==> src/rtl/conv_window_scheduler.sv <==
// rtl/conv_window_scheduler.sv - K x K convolution window scheduler feeding an external MAC
module conv_window_scheduler #(
    parameter int  KERNEL_SIZE  = 5,
    parameter int  DATA_WIDTH   = 8,
    parameter int  ADDR_WIDTH   = 16,
    parameter int  DIM_WIDTH    = 8,
    localparam int RESULT_WIDTH = 2 * DATA_WIDTH + $clog2(KERNEL_SIZE * KERNEL_SIZE)
) (
    input  logic                           clk,
    input  logic                           rst_n,
    input  logic                           start,
    input  logic                           reuse_kernel,
    input  logic [DIM_WIDTH-1:0]           img_width,
    input  logic [DIM_WIDTH-1:0]           img_height,
    input  logic [ADDR_WIDTH-1:0]          base_addr,
    input  logic                           k_valid,
    input  logic signed [DATA_WIDTH-1:0]   k_data,
    output logic                           k_ready,
    output logic                           mem_en,
    output logic [ADDR_WIDTH-1:0]          mem_addr,
    input  logic signed [DATA_WIDTH-1:0]   mem_rdata,
    output logic signed [DATA_WIDTH-1:0]   mac_feature [KERNEL_SIZE][KERNEL_SIZE],
    output logic signed [DATA_WIDTH-1:0]   mac_kernel  [KERNEL_SIZE][KERNEL_SIZE],
    input  logic signed [RESULT_WIDTH-1:0] mac_result,
    output logic                           out_valid,
    input  logic                           out_ready,
    output logic signed [RESULT_WIDTH-1:0] out_data,
    output logic [DIM_WIDTH-1:0]           out_row,
    output logic [DIM_WIDTH-1:0]           out_col,
    output logic                           busy,
    output logic                           done,
    output logic                           err
);

    localparam int KK    = KERNEL_SIZE * KERNEL_SIZE;
    localparam int CNT_W = $clog2(KK + 1);
    localparam int IDX_W = (KERNEL_SIZE > 1) ? $clog2(KERNEL_SIZE) : 1;

    localparam logic [CNT_W-1:0]     KK_C   = CNT_W'(KK);
    localparam logic [IDX_W-1:0]     K_LAST = IDX_W'(KERNEL_SIZE - 1);
    localparam logic [DIM_WIDTH-1:0] K_DIM  = DIM_WIDTH'(KERNEL_SIZE);

    typedef enum logic [2:0] {
        S_IDLE,
        S_LOAD_K,
        S_FETCH,
        S_COMPUTE,
        S_OUTPUT,
        S_FINISH
    } state_e;

    state_e state_q, state_d;

    // Pass configuration captured at start
    logic [DIM_WIDTH-1:0]  w_q, h_q;
    logic [ADDR_WIDTH-1:0] base_q;
    logic                  err_q;

    // Current output position and the in-window element index (shared by kernel load and fetch)
    logic [DIM_WIDTH-1:0] row_q, col_q;
    logic [IDX_W-1:0]     kr_q, kc_q;
    logic [IDX_W-1:0]     kr_next, kc_next;
    logic [CNT_W-1:0]     cnt_q;

    // Read-return tracking: which window element the data arriving this cycle belongs to
    logic             rd_valid_q;
    logic [IDX_W-1:0] rd_r_q, rd_c_q;

    logic signed [DATA_WIDTH-1:0] window_q [KERNEL_SIZE][KERNEL_SIZE];
    logic signed [DATA_WIDTH-1:0] kernel_q [KERNEL_SIZE][KERNEL_SIZE];

    logic                           out_valid_q;
    logic signed [RESULT_WIDTH-1:0] out_data_q;
    logic [DIM_WIDTH-1:0]           out_row_q, out_col_q;

    logic                  dims_bad;
    logic                  fetch_last;
    logic                  k_last;
    logic                  col_last;
    logic                  pos_last;
    logic [ADDR_WIDTH-1:0] row_a;
    logic [ADDR_WIDTH-1:0] fetch_addr;

    assign dims_bad   = (img_width < K_DIM) || (img_height < K_DIM);
    assign fetch_last = (cnt_q == KK_C);
    assign k_last     = (kr_q == K_LAST) && (kc_q == K_LAST);
    assign col_last   = (col_q == (w_q - K_DIM));
    assign pos_last   = col_last && (row_q == (h_q - K_DIM));

    // All address terms are brought to ADDR_WIDTH first so the sum wraps modulo 2^ADDR_WIDTH
    assign row_a      = ADDR_WIDTH'(row_q) + ADDR_WIDTH'(kr_q);
    assign fetch_addr = base_q + row_a * ADDR_WIDTH'(w_q) + ADDR_WIDTH'(col_q) + ADDR_WIDTH'(kc_q);

    assign mac_feature = window_q;
    assign mac_kernel  = kernel_q;
    assign out_valid   = out_valid_q;
    assign out_data    = out_data_q;
    assign out_row     = out_row_q;
    assign out_col     = out_col_q;

    // Raster-order successor of the (kr, kc) element index, wrapping to (0, 0) after the last one
    always_comb begin
        kc_next = kc_q + 1'b1;
        kr_next = kr_q;
        if (kc_q == K_LAST) begin
            kc_next = '0;
            kr_next = (kr_q == K_LAST) ? '0 : kr_q + 1'b1;
        end
    end

    // FSM state register
    always_ff @(posedge clk or negedge rst_n) begin
        if (!rst_n) begin
            state_q <= S_IDLE;
        end else begin
            state_q <= state_d;
        end
    end

    // FSM next-state logic
    always_comb begin
        state_d = state_q;
        case (state_q)
            S_IDLE: begin
                if (start) begin
                    if (dims_bad) begin
                        state_d = S_FINISH;
                    end else if (!reuse_kernel) begin
                        state_d = S_LOAD_K;
                    end else begin
                        state_d = S_FETCH;
                    end
                end
            end
            S_LOAD_K: begin
                if (k_valid && k_last) begin
                    state_d = S_FETCH;
                end
            end
            S_FETCH: begin
                if (fetch_last) begin
                    state_d = S_COMPUTE;
                end
            end
            S_COMPUTE: begin
                state_d = S_OUTPUT;
            end
            S_OUTPUT: begin
                if (out_ready) begin
                    state_d = pos_last ? S_FINISH : S_FETCH;
                end
            end
            S_FINISH: begin
                state_d = S_IDLE;
            end
            default: begin
                state_d = S_IDLE;
            end
        endcase
    end

    // FSM outputs decoded from the current state
    always_comb begin
        k_ready  = (state_q == S_LOAD_K);
        mem_en   = (state_q == S_FETCH) && !fetch_last;
        mem_addr = mem_en ? fetch_addr : '0;
        busy     = (state_q != S_IDLE);
        done     = (state_q == S_FINISH);
        err      = (state_q == S_FINISH) && err_q;
    end

    // Datapath: configuration capture, kernel load, window fill, result register and position walk
    always_ff @(posedge clk or negedge rst_n) begin
        if (!rst_n) begin
            w_q         <= '0;
            h_q         <= '0;
            base_q      <= '0;
            err_q       <= 1'b0;
            row_q       <= '0;
            col_q       <= '0;
            kr_q        <= '0;
            kc_q        <= '0;
            cnt_q       <= '0;
            rd_valid_q  <= 1'b0;
            rd_r_q      <= '0;
            rd_c_q      <= '0;
            out_valid_q <= 1'b0;
            out_data_q  <= '0;
            out_row_q   <= '0;
            out_col_q   <= '0;
            for (int r = 0; r < KERNEL_SIZE; r++) begin
                for (int c = 0; c < KERNEL_SIZE; c++) begin
                    window_q[r][c] <= '0;
                    kernel_q[r][c] <= '0;
                end
            end
        end else begin
            // Memory data is only trusted in the cycle right after a read was issued
            rd_valid_q <= mem_en;
            rd_r_q     <= kr_q;
            rd_c_q     <= kc_q;
            if (rd_valid_q) begin
                window_q[rd_r_q][rd_c_q] <= mem_rdata;
            end

            case (state_q)
                S_IDLE: begin
                    if (start) begin
                        w_q    <= img_width;
                        h_q    <= img_height;
                        base_q <= base_addr;
                        err_q  <= dims_bad;
                        row_q  <= '0;
                        col_q  <= '0;
                        kr_q   <= '0;
                        kc_q   <= '0;
                        cnt_q  <= '0;
                    end
                end
                S_LOAD_K: begin
                    if (k_valid) begin
                        kernel_q[kr_q][kc_q] <= k_data;
                        kr_q <= kr_next;
                        kc_q <= kc_next;
                    end
                end
                S_FETCH: begin
                    if (fetch_last) begin
                        cnt_q <= '0;
                        kr_q  <= '0;
                        kc_q  <= '0;
                    end else begin
                        cnt_q <= cnt_q + 1'b1;
                        kr_q  <= kr_next;
                        kc_q  <= kc_next;
                    end
                end
                S_COMPUTE: begin
                    out_data_q  <= mac_result;
                    out_row_q   <= row_q;
                    out_col_q   <= col_q;
                    out_valid_q <= 1'b1;
                end
                S_OUTPUT: begin
                    if (out_ready) begin
                        out_valid_q <= 1'b0;
                        if (col_last) begin
                            col_q <= '0;
                            row_q <= row_q + 1'b1;
                        end else begin
                            col_q <= col_q + 1'b1;
                        end
                    end
                end
                default: begin
                end
            endcase
        end
    end

endmodule

==> config.mk <==
export PLATFORM = sky130hd
export DESIGN_NAME = conv_window_scheduler
export DESIGN_NICKNAME = d
export VERILOG_FILES = /design/src/rtl/conv_window_scheduler.sv
export SDC_FILE = /design/constraint.sdc
export NUM_CORES = 1
export LEC_CHECK = 0
export BUFFER_PORTS_ARGS = -buffer_cell sky130_fd_sc_hd__buf_2
export CELL_PAD_IN_SITES_DETAIL_PLACEMENT = 0
export CELL_PAD_IN_SITES_GLOBAL_PLACEMENT = 1
export CORE_MARGIN = 2
export CORE_UTILIZATION = 45
export CTS_CLUSTER_SIZE = 40
export DETAILED_ROUTE_END_ITERATION = 16
export HOLD_SLACK_MARGIN = 0.15
export PLACE_DENSITY_LB_ADDON = 0.1
export SLEW_MARGIN = 20
export SYNTH_ARGS = -nofsm -noshare
export SYNTH_HDL_FRONTEND = slang
export SYNTH_SLANG_ARGS = --single-unit
==> constraint.sdc <==
create_clock -name clk -period 19.5 [get_ports clk]
set_clock_uncertainty 0.1 [all_clocks]
set_input_delay 0.975 -clock clk [delete_from_list [all_inputs] [get_ports clk]]
set_output_delay 0.975 -clock clk [all_outputs]
set_load 0.005 [all_outputs]
==> flow_metrics.tcl <==
set metrics [dict create \
    initial_core_util_pct 45.4 \
    cts_tree "done" \
    clk_pin_slew_worst_paths_ps 60 \
    placed_area_sq_um 26500 \
    synth_area_leaders "dfrtp_1 55%, mux2_2 21%, fa_1 5.6%" \
    grt_pass1_wl_mm 100 \
    crit_start "kr_q[0]$_DFFE_PN0P_" \
    synthArstFlopShare_pct 100 \
    grt_use_total_pct 24.6 \
    yosysMostFrequentCell "dfrtp_1" \
    yosysWarnings 0 \
    worstSetupEndpointType "output pin" \
    path_class "reg2out" \
    post_cts_buffers 0 \
    p_comb_share_pct 27.0 \
    netlist_area_sq_um 23200 \
    finalInstanceArea_sq_um 28300 \
    fmax_mhz 116 \
    p_leak_nw 14.7 \
    first_iter_violations 785 \
    min_path_type "in2async" \
    area_growth_pct 21.6 \
    cts-root-buf "clkbuf_16" \
    pwr-share-clk_pct 30.8 \
    met1_usage_pct 31.8 \
    ctsHoldBuffers 0 \
    yosys.area.top_type_share_pct 54.7 \
    place_congestion 0.829 \
    cts_made_buffers 53 \
    period_share_pct 44.3 \
    avgRoutedWirePerCell_um 21.9 \
    final-hold-violation-count 0 \
    cp.arrival_ps 7570 \
    nNetsFinal 2498 \
    die_h_um 231 \
    synth_top_cell_by_area "dfrtp_1" \
    yosysSeqAreaShare_pct 54.7 \
    startpoint_type "register" \
    die_area_sq_um 53500 \
    seqPwrFrac_pct 42.3 \
    clock_sinks 508 \
    antenna_left 0 \
    die_x_um 231 \
    h-tree-depth 2 \
    top_usage_layer "met2" \
    core_sq_um 51200 \
    clockBufferDepth 3 \
    drv_slew 0 \
    clk_latency_ps 610 \
    max-vdd-ir-drop_mv 0.0766 \
    ys_types 57 \
    path_max_fanout 9 \
    grt_max_degree 104 \
    vias 15600 \
    worst_pin_slew_ps 953 \
    first_pass_iters 5 \
    fill_cells 4417 \
    p_total_mw 3.25 \
    routed_via_density 5.18 \
    overflow 0 \
    totalWireLength_mm 66.1 \
    io_buffers 533 \
    num_io_pins 534 \
    outcome "finished clean" \
    pwr_density_cell_nw_per_um2 115 \
    grtUsageMet3_pct 6.39 \
    dp_cells 2928 \
    synth.avg_cell_area_sq_um 13.1 \
    power.internal_mw 2.21 \
    rsz0062_at_grt "no" \
    p_sw_mw 1.04 \
    netlist_instances 1780 \
    antenna_found_initial 2 \
    drive_gt1_share_pct 45.0 \
    synth-edff-count 0 \
    finalSetupViolations 0 \
    grtUsageMet2_pct 40.4 \
    relSlewSlack_pct 35.9 \
    synthFlopType "dfrtp_1" \
    ctsResizeCount 0 \
    route.detailed.drc 0 \
    layoutNonFillerInstCount 3020 \
    crit_required_ps 18430 \
    synth_commonest_cells "508 x dfrtp_1, 426 x mux2_2, 180 x nand2_1, 109 x inv_1, 67 x clkbuf_1" \
    maxCapViolations 0 \
    rows 83 \
    synth-seq-cells 508 \
    r2r-start "state_q[2]$_DFFE_PN0P_" \
    period_minus_slack_ps 8640 \
    switching_share_pct 32.1 \
    grt_pass1_vias 15800 \
    fin_tns_setup_ps 0 \
    place_hpwl_mm 48.6 \
    syn-num-nets 1975 \
]
[power by group through the flow]
stage                     logic (mW)  registers (mW)  clock network, mW
after floorplan                0.533            1.35                  0
after global placement         0.878            1.38                  0
after detailed placement       0.887            1.39                  0
after CTS                      0.894            1.37               1.03
after global routing           0.980            1.40               1.07
final                          0.875            1.37              0.999
[metrics by stage]
step	hold WS (ps)	utilization, %	worst slack [ps]
6_report	331	55.2	10860
3_5_place_dp	366	51.9	11490
2_1_floorplan	273	-	12140
3_3_place_gp	358	51.9	11580
5_1_grt	369	55.2	10460
4_1_cts	327	55.2	10790
[flip-flops by register name, indices dropped and copies added, names as in the netlist, 5 cells and up]
| register | flops |
|---|---|
| base_q | 16 |
| cnt_q | 5 |
| col_q | 8 |
| h_q | 8 |
| mac_feature | 200 |
| mac_kernel | 200 |
| out_col | 8 |
| out_data | 21 |
| out_row | 8 |
| row_q | 8 |
| w_q | 8 |
[critical path, stage by stage, from the launching register on]
cell,delay (ps)
dfrtp_1,510
ha_1,230
inv_1,60
fa_1,390
inv_1,70
a21o_1,150
nand2_1,80
xnor2_1,530
nand2_1,150
fa_1,500
inv_1,60
fa_1,510
inv_1,50
fa_1,470
inv_1,50
fa_1,530
inv_1,50
fa_1,500
inv_1,40
ha_1,340
o21a_1,220
o2111a_1,240
a221o_1,350
and3_1,220
a311oi_1,330
xnor2_1,160
nor2_1,50
buf_2,130
[cells in the final DEF, fill, tap and decap left out, drive strengths merged, types with 14 or more instances in the layout]
| master | netlist | final |
|---|---|---|
| a21oi | 24 | 24 |
| and2 | 44 | 44 |
| buf | 7 | 542 |
| clkbuf | 67 | 81 |
| dfrtp | 508 | 508 |
| fa | 65 | 65 |
| ha | 55 | 55 |
| inv | 110 | 111 |
| mux2 | 429 | 429 |
| nand2 | 180 | 180 |
| nand3 | 14 | 14 |
| nor2 | 47 | 47 |
| nor3 | 18 | 18 |
| o21ai | 52 | 52 |
| xnor2 | 31 | 31 |
| xor2 | 20 | 20 |
[area by class of cell]
type	count	area, sq um	area share [%]
antenna	1	2.50	0.00886
clock buffer	81	1540	5.46
clock inverter	10	160	0.567
inverter	110	413	1.46
multi-input combinational	1088	9830	34.8
sequential	508	12700	45.0
tap	680	851	3.01
timing repair buffer	542	2750	9.72
[cell families (layout without fill, tap and decap cells)]
group,count (synthesis),count (layout),synth area share [%]
xor gates and xnor gates,51,51,1.92
muxes,432,432,20.9
DFF,508,508,54.7
adders and majority gates,120,120,8.56
buffers and inverters,184,743,3.02
and+or+nand+nor,359,359,7.55
AOI/OAI and AO/OA,126,126,3.32
other,0,1,0
[per-layer routing]
layer	up-vias	part of all wire, %	routed length [um]
met2	451	48	31700
met3	99	6.7	4450
met4	2	3.3	2200
li1	7081	-	-
met5	-	0.017	11
met1	8000	42	27800
[final timing paths]
kind / cells after the start / slack, ps / end
max in group asynchronous: 4 / 15720 / mac_kernel[80]$_DFFE_PN0P_
worst min-delay path: 1 / 330 / mac_feature[12]$_DFFE_PN0P_
worst max register to register: 6 / 16410 / row_q[7]$_DFFE_PN0P_
min in group clk: 2 / 370 / out_col[6]$_DFFE_PN0P_
worst min register to register: 2 / 370 / out_col[6]$_DFFE_PN0P_
worst max-delay path: 27 / 10860 / mem_addr[15]
(Power assumes the default switching activity.)
